### config.mk
export PLATFORM = sky130hd
export DESIGN_NAME = ahb_slave_pipe
export DESIGN_NICKNAME = d
export VERILOG_FILES = /design/src/rtl/ahb_slave_pipe_pkg.sv /design/src/rtl/ahb_addr_decode.sv /design/src/rtl/ahb_slave_pipe.sv
export SDC_FILE = /design/constraint.sdc
export NUM_CORES = 1
export LEC_CHECK = 0
export ABC_CLOCK_PERIOD_IN_PS = 5100
export CAP_MARGIN = 0
export CORE_MARGIN = 2
export CORE_UTILIZATION = 35
export DETAILED_ROUTE_END_ITERATION = 8
export PLACE_DENSITY = 0.71
export SLEW_MARGIN = 0
export SYNTH_ARGS = -nofsm -noshare
export SYNTH_HDL_FRONTEND = slang
export SYNTH_HIERARCHICAL = 1
export SYNTH_SLANG_ARGS = --single-unit
export TNS_END_PERCENT = 100
### constraint.sdc
create_clock -name Hclk -period 5.1 [get_ports Hclk]
set_input_delay 1.02 -clock Hclk [delete_from_list [all_inputs] [get_ports Hclk]]
set_output_delay 1.02 -clock Hclk [all_outputs]
set_load 0.05 [all_outputs]
### src/rtl/ahb_slave_pipe_pkg.sv
// rtl/ahb_slave_pipe_pkg.sv - shared encodings and map defaults for the AHB slave pipe
package ahb_slave_pipe_pkg;

  localparam logic [1:0] HTRANS_IDLE   = 2'b00;
  localparam logic [1:0] HTRANS_BUSY   = 2'b01;
  localparam logic [1:0] HTRANS_NONSEQ = 2'b10;
  localparam logic [1:0] HTRANS_SEQ    = 2'b11;

  localparam logic [1:0] HRESP_OKAY  = 2'b00;
  localparam logic [1:0] HRESP_ERROR = 2'b01;

  localparam logic [31:0] DEF_BASE     = 32'h8000_0000;
  localparam int          DEF_RGN_LOG2 = 26;

  typedef enum logic [1:0] {
    ST_OKAY = 2'b00,
    ST_ERR1 = 2'b01,
    ST_ERR2 = 2'b10
  } resp_state_t;

  // NONSEQ and SEQ both carry bit 1; IDLE and BUSY do not.
  function automatic logic is_active(input logic [1:0] trans);
    return trans[1];
  endfunction

endpackage

### src/rtl/ahb_addr_decode.sv
// rtl/ahb_addr_decode.sv - maps an address onto one of NUM_SLV equal regions above BASE
module ahb_addr_decode
  import ahb_slave_pipe_pkg::*;
#(
  parameter int                ADDR_W   = 32,
  parameter int                NUM_SLV  = 3,
  parameter logic [ADDR_W-1:0] BASE     = DEF_BASE[ADDR_W-1:0],
  parameter int                RGN_LOG2 = DEF_RGN_LOG2
) (
  input  logic [ADDR_W-1:0]  Haddr,
  output logic               mapped,
  output logic [NUM_SLV-1:0] tempselx
);

  localparam int          IDX_W = (NUM_SLV > 1) ? $clog2(NUM_SLV) : 1;
  // Span held in 64 bits so BASE + span can never wrap inside ADDR_W.
  localparam logic [63:0] SPAN  = 64'(NUM_SLV) << RGN_LOG2;

  logic [ADDR_W-1:0] offset;
  logic [IDX_W-1:0]  idx;

  always_comb begin
    offset = Haddr - BASE;
    mapped = (Haddr >= BASE) && ({{(64-ADDR_W){1'b0}}, offset} < SPAN);
    idx    = IDX_W'(offset >> RGN_LOG2);
    for (int i = 0; i < NUM_SLV; i++) begin
      tempselx[i] = mapped && (idx == IDX_W'(i));
    end
  end

endmodule

### src/rtl/ahb_slave_pipe.sv
// rtl/ahb_slave_pipe.sv - AHB slave front end: address/data pipeline, decode, two-cycle ERROR response
module ahb_slave_pipe
  import ahb_slave_pipe_pkg::*;
#(
  parameter int                ADDR_W   = 32,
  parameter int                DATA_W   = 32,
  parameter int                NUM_SLV  = 3,
  parameter logic [ADDR_W-1:0] BASE     = DEF_BASE[ADDR_W-1:0],
  parameter int                RGN_LOG2 = DEF_RGN_LOG2
) (
  input  logic               Hclk,
  input  logic               Hreset,
  input  logic               Hwrite,
  input  logic               Hreadyin,
  input  logic [1:0]         Htrans,
  input  logic [ADDR_W-1:0]  Haddr,
  input  logic [DATA_W-1:0]  Hwdata,
  input  logic [DATA_W-1:0]  Prdata,
  output logic               valid,
  output logic [ADDR_W-1:0]  Haddr1,
  output logic [ADDR_W-1:0]  Haddr2,
  output logic [DATA_W-1:0]  Hwdata1,
  output logic [DATA_W-1:0]  Hwdata2,
  output logic               Hwritereg,
  output logic [NUM_SLV-1:0] tempselx,
  output logic [DATA_W-1:0]  Hrdata,
  output logic [1:0]         Hresp,
  output logic               Hreadyout,
  output logic [7:0]         err_cnt
);

  resp_state_t state, state_nxt;
  logic        mapped;
  logic        active;
  logic        err_start;

  ahb_addr_decode #(
    .ADDR_W   (ADDR_W),
    .NUM_SLV  (NUM_SLV),
    .BASE     (BASE),
    .RGN_LOG2 (RGN_LOG2)
  ) u_decode (
    .Haddr    (Haddr),
    .mapped   (mapped),
    .tempselx (tempselx)
  );

  assign active    = is_active(Htrans);
  assign valid     = Hreadyin & active & mapped & (state == ST_OKAY);
  assign err_start = Hreadyin & active & ~mapped & (state == ST_OKAY);
  assign Hrdata    = Prdata;

  always_ff @(posedge Hclk or posedge Hreset) begin
    if (Hreset) begin
      Haddr1    <= '0;
      Haddr2    <= '0;
      Hwdata1   <= '0;
      Hwdata2   <= '0;
      Hwritereg <= 1'b0;
    end else if (Hreadyin) begin
      Haddr1    <= Haddr;
      Haddr2    <= Haddr1;
      Hwdata1   <= Hwdata;
      Hwdata2   <= Hwdata1;
      Hwritereg <= Hwrite;
    end
  end

  always_ff @(posedge Hclk or posedge Hreset) begin
    if (Hreset) begin
      state   <= ST_OKAY;
      err_cnt <= 8'd0;
    end else begin
      state <= state_nxt;
      if (err_start && err_cnt != 8'hFF) begin
        err_cnt <= err_cnt + 8'd1;
      end
    end
  end

  // Address phases seen in ERR1/ERR2 are never decoded: the master cancels them.
  always_comb begin
    state_nxt = state;
    Hresp     = HRESP_OKAY;
    Hreadyout = 1'b1;
    case (state)
      ST_OKAY: begin
        if (err_start) state_nxt = ST_ERR1;
      end
      ST_ERR1: begin
        Hresp     = HRESP_ERROR;
        Hreadyout = 1'b0;
        state_nxt = ST_ERR2;
      end
      ST_ERR2: begin
        Hresp     = HRESP_ERROR;
        state_nxt = ST_OKAY;
      end
      default: state_nxt = ST_OKAY;
    endcase
  end

endmodule

### Word-level counts from Yosys, hierarchy flattened

Cells that the tools add are included.
Widths: inputs -> output; s select.

* bits in registers: 139
* output and inout bits: 176
* word-level logic and storage cells: 35

* bitwise logic cells: 6
* magnitude comparators: 2
* reductions and logical operators: 8
* eq/ne operators: 6
* add/subtract/negate cells: 2
* multiplexer cells: 4

Operators with widths (number)
* $ge 32x32->1 const B: 1
* $lt 32x28->1 const B: 1
* $sub 32x32->32 const B: 1
* $add 8x1->8 const B: 1
* $ne 8x8->1 const B: 1
* $and 1x1->1: 5
* $logic_and 1x1->1: 5
* $eq 2x1->1 const B: 2
* $eq 2x2->1 const B: 2
* $logic_not 2->1: 2
* $pmux 2 s2: 1
* $mux 1: 2
* $mux 2: 1
* $ne 2x2->1 const B: 1
* $reduce_or 2->1: 1
* $not 1->1: 1

### Longest topological paths before layout

Gate-level depths: netlist of run 1.

* word-level depth: 8
* mapped depth: 6
* depth with buffers taken out: 6

### Cells and area by module

Netlist of run 1, hierarchy kept.

Modules (own cells, without submodules)
* ahb_slave_pipe: area an instance 5554.1 sq um, seq. area each 3478.3 sq um, times used 1, cells an instance 362
* ahb_addr_decode: area an instance 48.8 sq um, seq. area each 0.0 sq um, times used 1, cells an instance 5

### Worst setup path after synthesis of run 1

Ideal clock, no wire load.

* path type: input to output
* start: input port Haddr[29]
* end: output port tempselx[0]
* slack: 1.440 ns
* data required time: 4.080 ns
* path buffers: 0
* arrival: 2.640 ns
* cell stages on the path: 2
* cell sequence: or4b_4 -> nor3_1

* cells in the longest elaborated chain, start to end: 4
* elaborated cells on any way between the ends: 5

Ends and longest elaborated chain
* start, declared: RTL line ahb_slave_pipe.sv:16 `input logic [ADDR_W-1:0] Haddr,`
* $sub 32x32->32: RTL line ahb_addr_decode.sv:23 `offset = Haddr - BASE;`
* $lt 32x28->1: RTL line ahb_addr_decode.sv:24 `mapped = (Haddr >= BASE) && ({{(64-ADDR_W){1'b0}}, offset} < SPAN);`
* $logic_and 1x1->1 *: RTL line ahb_addr_decode.sv:24
* $logic_and 1x1->1 *: RTL line ahb_addr_decode.sv:27 `tempselx[i] = mapped && (idx == IDX_W'(i));`
* end, declared: RTL line ahb_slave_pipe.sv:25 `output logic [NUM_SLV-1:0] tempselx,`

Mark *: on every way between the ends. The rest lies on a longest branch, timed or not.

### Final worst setup path of run 1

* start: input port Haddr[29]
* end: output port valid

* cells in the longest elaborated chain, start to end: 5
* elaborated cells on any way between the ends: 6

Ends and longest elaborated chain
* $sub 32x32->32: RTL line ahb_addr_decode.sv:23
* $lt 32x28->1: RTL line ahb_addr_decode.sv:24
* $logic_and 1x1->1 *: RTL line ahb_addr_decode.sv:24
* named net mapped: RTL line ahb_slave_pipe.sv:33 `logic mapped;`
* $and 1x1->1 * (2 in a row): RTL line ahb_slave_pipe.sv:49 `assign valid = Hreadyin & active & mapped & (state == ST_OKAY);`
* end, declared: RTL line ahb_slave_pipe.sv:19 `output logic valid,`

Mark *: on every way through the listed nets, which the timed path passes. The rest lies on a longest branch.

==> out/qor.csv, run 1 <==
stage;metric;value;unit
timing;rsz0062_at_grt;false;
drt;first_iter_violations;156;
setup_path;crit_path_frequent_cell;clkdlybuf4s50_1;
cells_and_area;final_common_cell;clkdlybuf4s50_1;
min_path;hp-class;flop to flop;
cts;cts_tree;done;
setup_path;crit_path_max_fanout;5;
synthesis;ys_ff_latch;139;
cells_and_area;final_nets;659;
floorplan;fp.dieArea;0.0170;sq mm
synthesis;synth_area_leader_cell;dfrtp_1;
cts;cts_resized;0;
cts;cts_hold_buf;0;
grt;grt_pass1_vias;3840;
synthesis;synthSimpleGateAreaFrac;2.99;%
placed_design;place_congestion;0.785;
timing;slew_headroom;34.7;%
setup_path;critical_path_class;primary input to output port;
synthesis;synth_top_area_share;62.1;%
job;max_cap_viol_count;0;
synthesis;synth-seq-area-share;62.1;%
floorplan;num_rows;46;
timing;setup_viol;0;
cts;clockBufferDepth;2;
placed_design;dpl_cell_area;0.00769;sq mm
setup_path;reg2regPathDepth;6;
cts;post_cts_buffers;0;
cells_and_area;finalInstanceArea;0.00833;sq mm
cts;htreeDepth;4;
synthesis;synthTopCellsByArea;dfrtp_1, mux2_2, buf_4, buf_2, ha_1;
setup_path;cp.required;4.08;ns
floorplan;ios;278;
drt;drc;0;
synthesis;synth_compound_area_share;0.938;%
grt;grt_pass1_wl;19500;microns
floorplan;core_area;0.0158;sq mm
drt;ant_nets;0;
placed_design;dp_hpwl;9030;microns
min_path;holdPathStages;1;
power_and_ir_drop;vdd_drop_max;237;uV
synthesis;yosys_warnings;6;
setup_path;arrival;3.50;ns
cts;cts_made_buffers;17;
synthesis;netlist_area;0.00560;sq mm
power_and_ir_drop;p_leak;3.42;nW
min_path;min_to;Hwdata2[30];
floorplan;die-width;131;microns
setup_path;end_kind;output port;
synthesis;synthAdderAreaFrac;0.893;%
timing;clock-skew-final;0.00695;ns
power_and_ir_drop;power_density;465;mW/mm^2
drt;drt-vias-per-instance;4.53;
drt;wl;12700;microns
synthesis;synth-xor-area-share;0.469;%
cts;clock_sinks;139;
drt;post_drt_wl_per_cell;16.2;microns
cts;clkTransAtPathRegs;0.06;ns
synthesis;synth.area.mux_share;26.5;%
drt;firstDrtPassIters;4;
synthesis;synth_cells;367;
setup_path;cp_cell_sequence;clkdlybuf4s50_1, or4b_4, a21oi_1, nand2_1, nor2_1, clkdlybuf4s50_1;
grt;gr-total-overflow;0;
cts;root_buffer;clkbuf_16;
drt;num_vias;3541;
grt;antenna_found_initial;0;
grt;grt_max_degree;96;
synthesis;synth.net_count;473;
synthesis;syn_avg_cell_area;15.3;sq um
setup_path;critPathMaxStageDelay;0.83;ns
synthesis;ys_types;27;
timing;fmax;221;MHz
min_path;hold_path_startpoint;Hwdata2[30];
timing;slew_violations;0;
placed_design;port_buffers;211;
cts;clock_latency;0.41;ns
cells_and_area;final_cell_mix;clkdlybuf4s50_1, dfrtp_1, mux2_2;
floorplan;initial_core_util;35.5;%
setup_path;start_kind;primary input;
synthesis;synth_top_family_by_area;multiplexers;
setup_path;reg2reg_to;err_cnt[7];
timing;fin_crit;4.52;ns
timing;fin_crit_sh;88.6;%
cells_and_area;drive_gt1_share;30.1;%
timing;tightest_slew;0.980;ns
timing;finalSetupTns;0;ns
setup_path;rr_startpoint;state[1];
cells_and_area;area_growth_syn_to_layout;48.6;%
timing;hold_viol_final;0;
cells_and_area;diodes;0;
grt;grt_usage;15.0;%
setup_path;slowest_stage;clkdlybuf4s50_1;
floorplan;die_h;131;microns
outcome;status;finished, final reports clean;
setup_path;rrSetupSlack;3.27;ns
-- area by class of cell --
type / count / area, sq um
fillers: 1346 / 7440
flip-flops and latches: 139 / 3480
repair buffers: 215 / 2140
multi-input cells: 176 / 1790
clock buffers: 20 / 467
well taps: 216 / 270
clock inverters: 11 / 166
inverters: 4 / 20.0
-- where the power goes --
part / internal (mW) / total (mW) / switching, mW / leakage, nW
sequential: 1.26 / 1.36 / 0.105 / 1.64
clock: 0.853 / 1.31 / 0.457 / 0.304
combinational: 0.440 / 1.20 / 0.760 / 1.47
total: 2.55 / 3.87 / 1.32 / 3.42
-- kinds of logic (layout without fill, tap and decap cells) --
| family | count (synthesis) | after routing |
|---|---|---|
| and+or+nand+nor | 27 | 27 |
| buffers and inverters | 52 | 250 |
| xor gates and xnor gates | 3 | 3 |
| AOI/OAI and AO/OA | 9 | 9 |
| DFF | 139 | 139 |
| muxes | 132 | 132 |
| other | 1 | 1 |
| adders and majority gates | 4 | 4 |
-- sequential cells by signal, summed over array words and instances, names as in the netlist --
name / cells
Hwdata2: 32
Haddr2: 32
Hwritereg: 1
state: 2
Haddr1: 32
err_cnt: 8
Hwdata1: 32
-- cell usage after synthesis, drive strengths merged --
cell and n:
nand2 8, xnor2 3, a21boi 1, o21ai 2, nor3 3, buf 48, ha 4, nand4 2
and2 1, and4 1, nor3b 2, conb 1, nand4b 1, and4b 1, a21oi 4, nand3 3
nor2 3, inv 4, nand2b 1, o21bai 1, o21a 1, mux2 132, dfrtp 139, or4b 1
-- stage by stage --
step / util (%) / hold slack, ns / total power, mW / cells / setup slack, ns
after floorplan: - / 0.519 / 2.21 / 367 / 0.355
after global placement: 48.8 / 0.489 / 2.56 / 750 / 0.544
after detailed placement: 48.8 / 0.495 / 2.59 / 750 / 0.563
after CTS: 52.8 / 0.507 / 3.91 / 781 / 0.547
after global routing: 52.8 / 0.521 / 4.03 / 781 / 0.387
final: 52.8 / 0.505 / 3.87 / 781 / 0.580
-- per-layer routing --
layer	vias to the layer above	global-route usage, %	routed length (microns)
met2	147	24.7	6120
met4	0	7.38	328
li1	1617	-	-
met1	1737	15.8	4710
met5	-	0	0
met3	40	7.98	1530
-- worst max path at each step --
stage	startpoint	cells past startpoint	endpoint	slack, ns
CTS	Haddr[29]	6	valid	0.55
global route	Haddr[31]	6	valid	0.39
floorplan	Hreset	1	Haddr1[0]	0.36
global placement	Haddr[29]	6	valid	0.54
finish	Haddr[29]	6	valid	0.58
detailed placement	Haddr[29]	6	valid	0.56
-- worst max-delay path, delay by kind of cell --
kind	cells	cell delay, ns
AO/OA/AOI/OAI	1	0.45
buffers and inverters	2	1.25
AND/OR/NAND/NOR	3	0.78
Note: power is estimated with default switching activity, not from simulation.
==> inputs of run 2 (changes only) <==
PLACE_DENSITY = unset   (was 0.71)
PLACE_DENSITY_LB_ADDON = 0.2   (was unset)
==> out/qor.csv, run 2 (synthesis results as in run 1) <==
stage;metric;value;unit;change
outcome;status;finished, final reports clean;;
placed_design;dp_hpwl;8740;microns;-3.3%
power_and_ir_drop;p_leak;3.39;nW;-0.83%
timing;slew_violations;0;;unchanged
grt;antenna_found_initial;0;;unchanged
floorplan;die_h;131;microns;unchanged
cells_and_area;fillerInstances;1380;;+2.5%
cts;post_cts_buffers;0;;unchanged
cts;clock_sinks;139;;unchanged
cells_and_area;drive_gt1_share;29.9;%;-0.18 points
cells_and_area;diodes;0;;unchanged
setup_path;start_kind;primary input;;
drt;drt-vias-per-instance;4.56;;+0.54%
cts;cts_made_buffers;17;;unchanged
cells_and_area;final_common_cell;clkdlybuf4s50_1;;
cts;cts_resized;0;;unchanged
setup_path;cp_cell_sequence;clkdlybuf4s50_1, or4b_4, a21oi_1, nand2_1, nor2_1, clkdlybuf4s50_1;;
power_and_ir_drop;vdd_drop_max;254;uV;+7.4%
setup_path;slowest_stage;clkdlybuf4s50_1;;
timing;slew_headroom;37.0;%;+2.3 points
cts;root_buffer;clkbuf_16;;
timing;finalSetupTns;0;ns;unchanged
timing;hold_viol_final;0;;unchanged
timing;fin_ws;0.576;ns;-0.00474 ns
timing;tightest_slew;0.945;ns;-0.0350 ns
cts;clock_latency;0.41;ns;about the same
timing;rsz0062_at_grt;false;;
setup_path;crit_family;buffers and inverters;;
placed_design;port_buffers;211;;unchanged
cts;clkTransAtPathRegs;0.06;ns;about the same
timing;clock-skew-final;0.00467;ns;-0.00228 ns
power_and_ir_drop;power_frac_seq;36.1;%;+0.9 points
power_and_ir_drop;p_clk_share;32.1;%;-1.8 points
power_and_ir_drop;power_density;454;mW/mm^2;-2.3%
setup_path;end_kind;output port;;
drt;drc;0;;unchanged
cts;cts_tree;done;;
cells_and_area;area_growth_syn_to_layout;47.7;%;
grt;grt_max_degree;105;;+9.4%
min_path;hp-class;flop to flop;;
drt;first_iter_violations;97;;-38%
cts;htreeDepth;4;;unchanged
cells_and_area;final_nets;658;;-0.15%
cells_and_area;final_util;52.5;%;-0.33 points
timing;fmax;221;MHz;-0.10%
drt;wl;12400;microns;-2.3%
floorplan;initial_core_util;35.5;%;unchanged
grt;gr-total-overflow;0;;unchanged
placed_design;place_congestion;0.731;;-6.9%
grt;grt_usage;14.7;%;-0.36 points
grt;grt_pass1_vias;3728;;-2.9%
floorplan;die-width;131;microns;unchanged
timing;setup_viol;0;;unchanged
grt;grt_pass1_wl;19100;microns;-2.0%
setup_path;critPathMaxStageDelay;0.82;ns;about the same
timing;fin_crit;4.52;ns;+0.00474 ns
cts;clockBufferDepth;2;;unchanged
power_and_ir_drop;p_switching;1.31;mW;-1.0%
floorplan;ios;278;;unchanged
drt;num_vias;3560;;+0.54%
cts;cts_hold_buf;0;;unchanged
setup_path;critical_path_class;primary input to output port;;
power_and_ir_drop;comb_power_share;31.8;%;+0.8 points
drt;firstDrtPassIters;4;;unchanged
floorplan;num_rows;46;;unchanged
placed_design;pre_cts_ws;0.605;ns;+0.0428 ns
job;max_cap_viol_count;0;;unchanged
setup_path;arrival;3.50;ns;about the same
setup_path;crit_path_max_fanout;5;;unchanged
floorplan;core_area;0.0158;sq mm;unchanged
setup_path;cp_num_buf_inv;2;;unchanged
power_and_ir_drop;switching_share;34.8;%;+0.66 points
floorplan;fp.dieArea;0.0170;sq mm;unchanged
cells_and_area;final_cell_mix;clkdlybuf4s50_1, dfrtp_1, mux2_2;;
timing;fin_crit_sh;88.7;%;+0.093 points
power_and_ir_drop;internal-power;2.45;mW;-3.9%
setup_path;crit_path_frequent_cell;clkdlybuf4s50_1;;
setup_path;cp.required;4.08;ns;about the same
drt;ant_nets;0;;unchanged
drt;post_drt_wl_per_cell;15.9;microns;-2.3%
==> run 2: cell count changes in the layout (fill, tap and decap cells not counted) <==
cell | before | now
bufinv_16 | 4 | 2
clkbuf_1 | 0 | 1
clkinvlp_4 | 3 | 4
clkinv_2 | 3 | 4
clkinv_4 | 0 | 1
inv_6 | 2 | 1
buf_4 | 5 | 4
==> run 2: power by group through the flow <==
stage / clock (mW) / combinational (mW) / sequential (mW)
2_1_floorplan: 0 / 0.325 / 1.88
3_3_place_gp: 0 / 1.19 / 1.37
3_5_place_dp: 0 / 1.20 / 1.38
4_1_cts: 1.24 / 1.21 / 1.36
5_1_grt: 1.29 / 1.25 / 1.38
6_report: 1.21 / 1.19 / 1.36
==> run 2: metal layers <==
layer	GRT usage, %	share of wire (%)
met1	17.6	41
met2	21.7	45
met3	8.47	13
met4	5.76	1.3
met5	0	0
==> run 2: path summary, 6_finish.rpt <==
path	startpoint	end	slack, ns	depth (start not counted)
worst min-delay path	Haddr2[19]	Haddr2[19]	0.50	1
worst min register to register	Haddr2[19]	Haddr2[19]	0.50	1
worst max-delay path	Haddr[29]	valid	0.58	6
worst max register to register	state[1]	err_cnt[7]	3.34	6
max in group asynchronous	Hreset	err_cnt[1]	2.84	3
min in group asynchronous	Hreset	Hwdata1[22]	1.18	2
==> run 2: cell type report <==
class	instances	area [sq um]	share of cell area [%]
Sequential cell	139	3480	42.0
Timing Repair Buffer	214	2130	25.8
Multi-Input combinational cell	176	1790	21.6
Clock buffer	21	470	5.68
Tap cell	216	270	3.27
Clock inverter	11	119	1.44
Inverter	4	20.0	0.242
==> run 2: metrics by stage <==
step / power (mW) / instances / hold WS [ns] / cell area (sq um)
2_1_floorplan: 2.21 / 367 / 0.519 / 5600
3_3_place_gp: 2.56 / 749 / 0.489 / 7690
3_5_place_dp: 2.58 / 749 / 0.494 / 7690
4_1_cts: 3.81 / 781 / 0.507 / 8280
5_1_grt: 3.93 / 781 / 0.512 / 8280
6_report: 3.76 / 781 / 0.502 / 8280
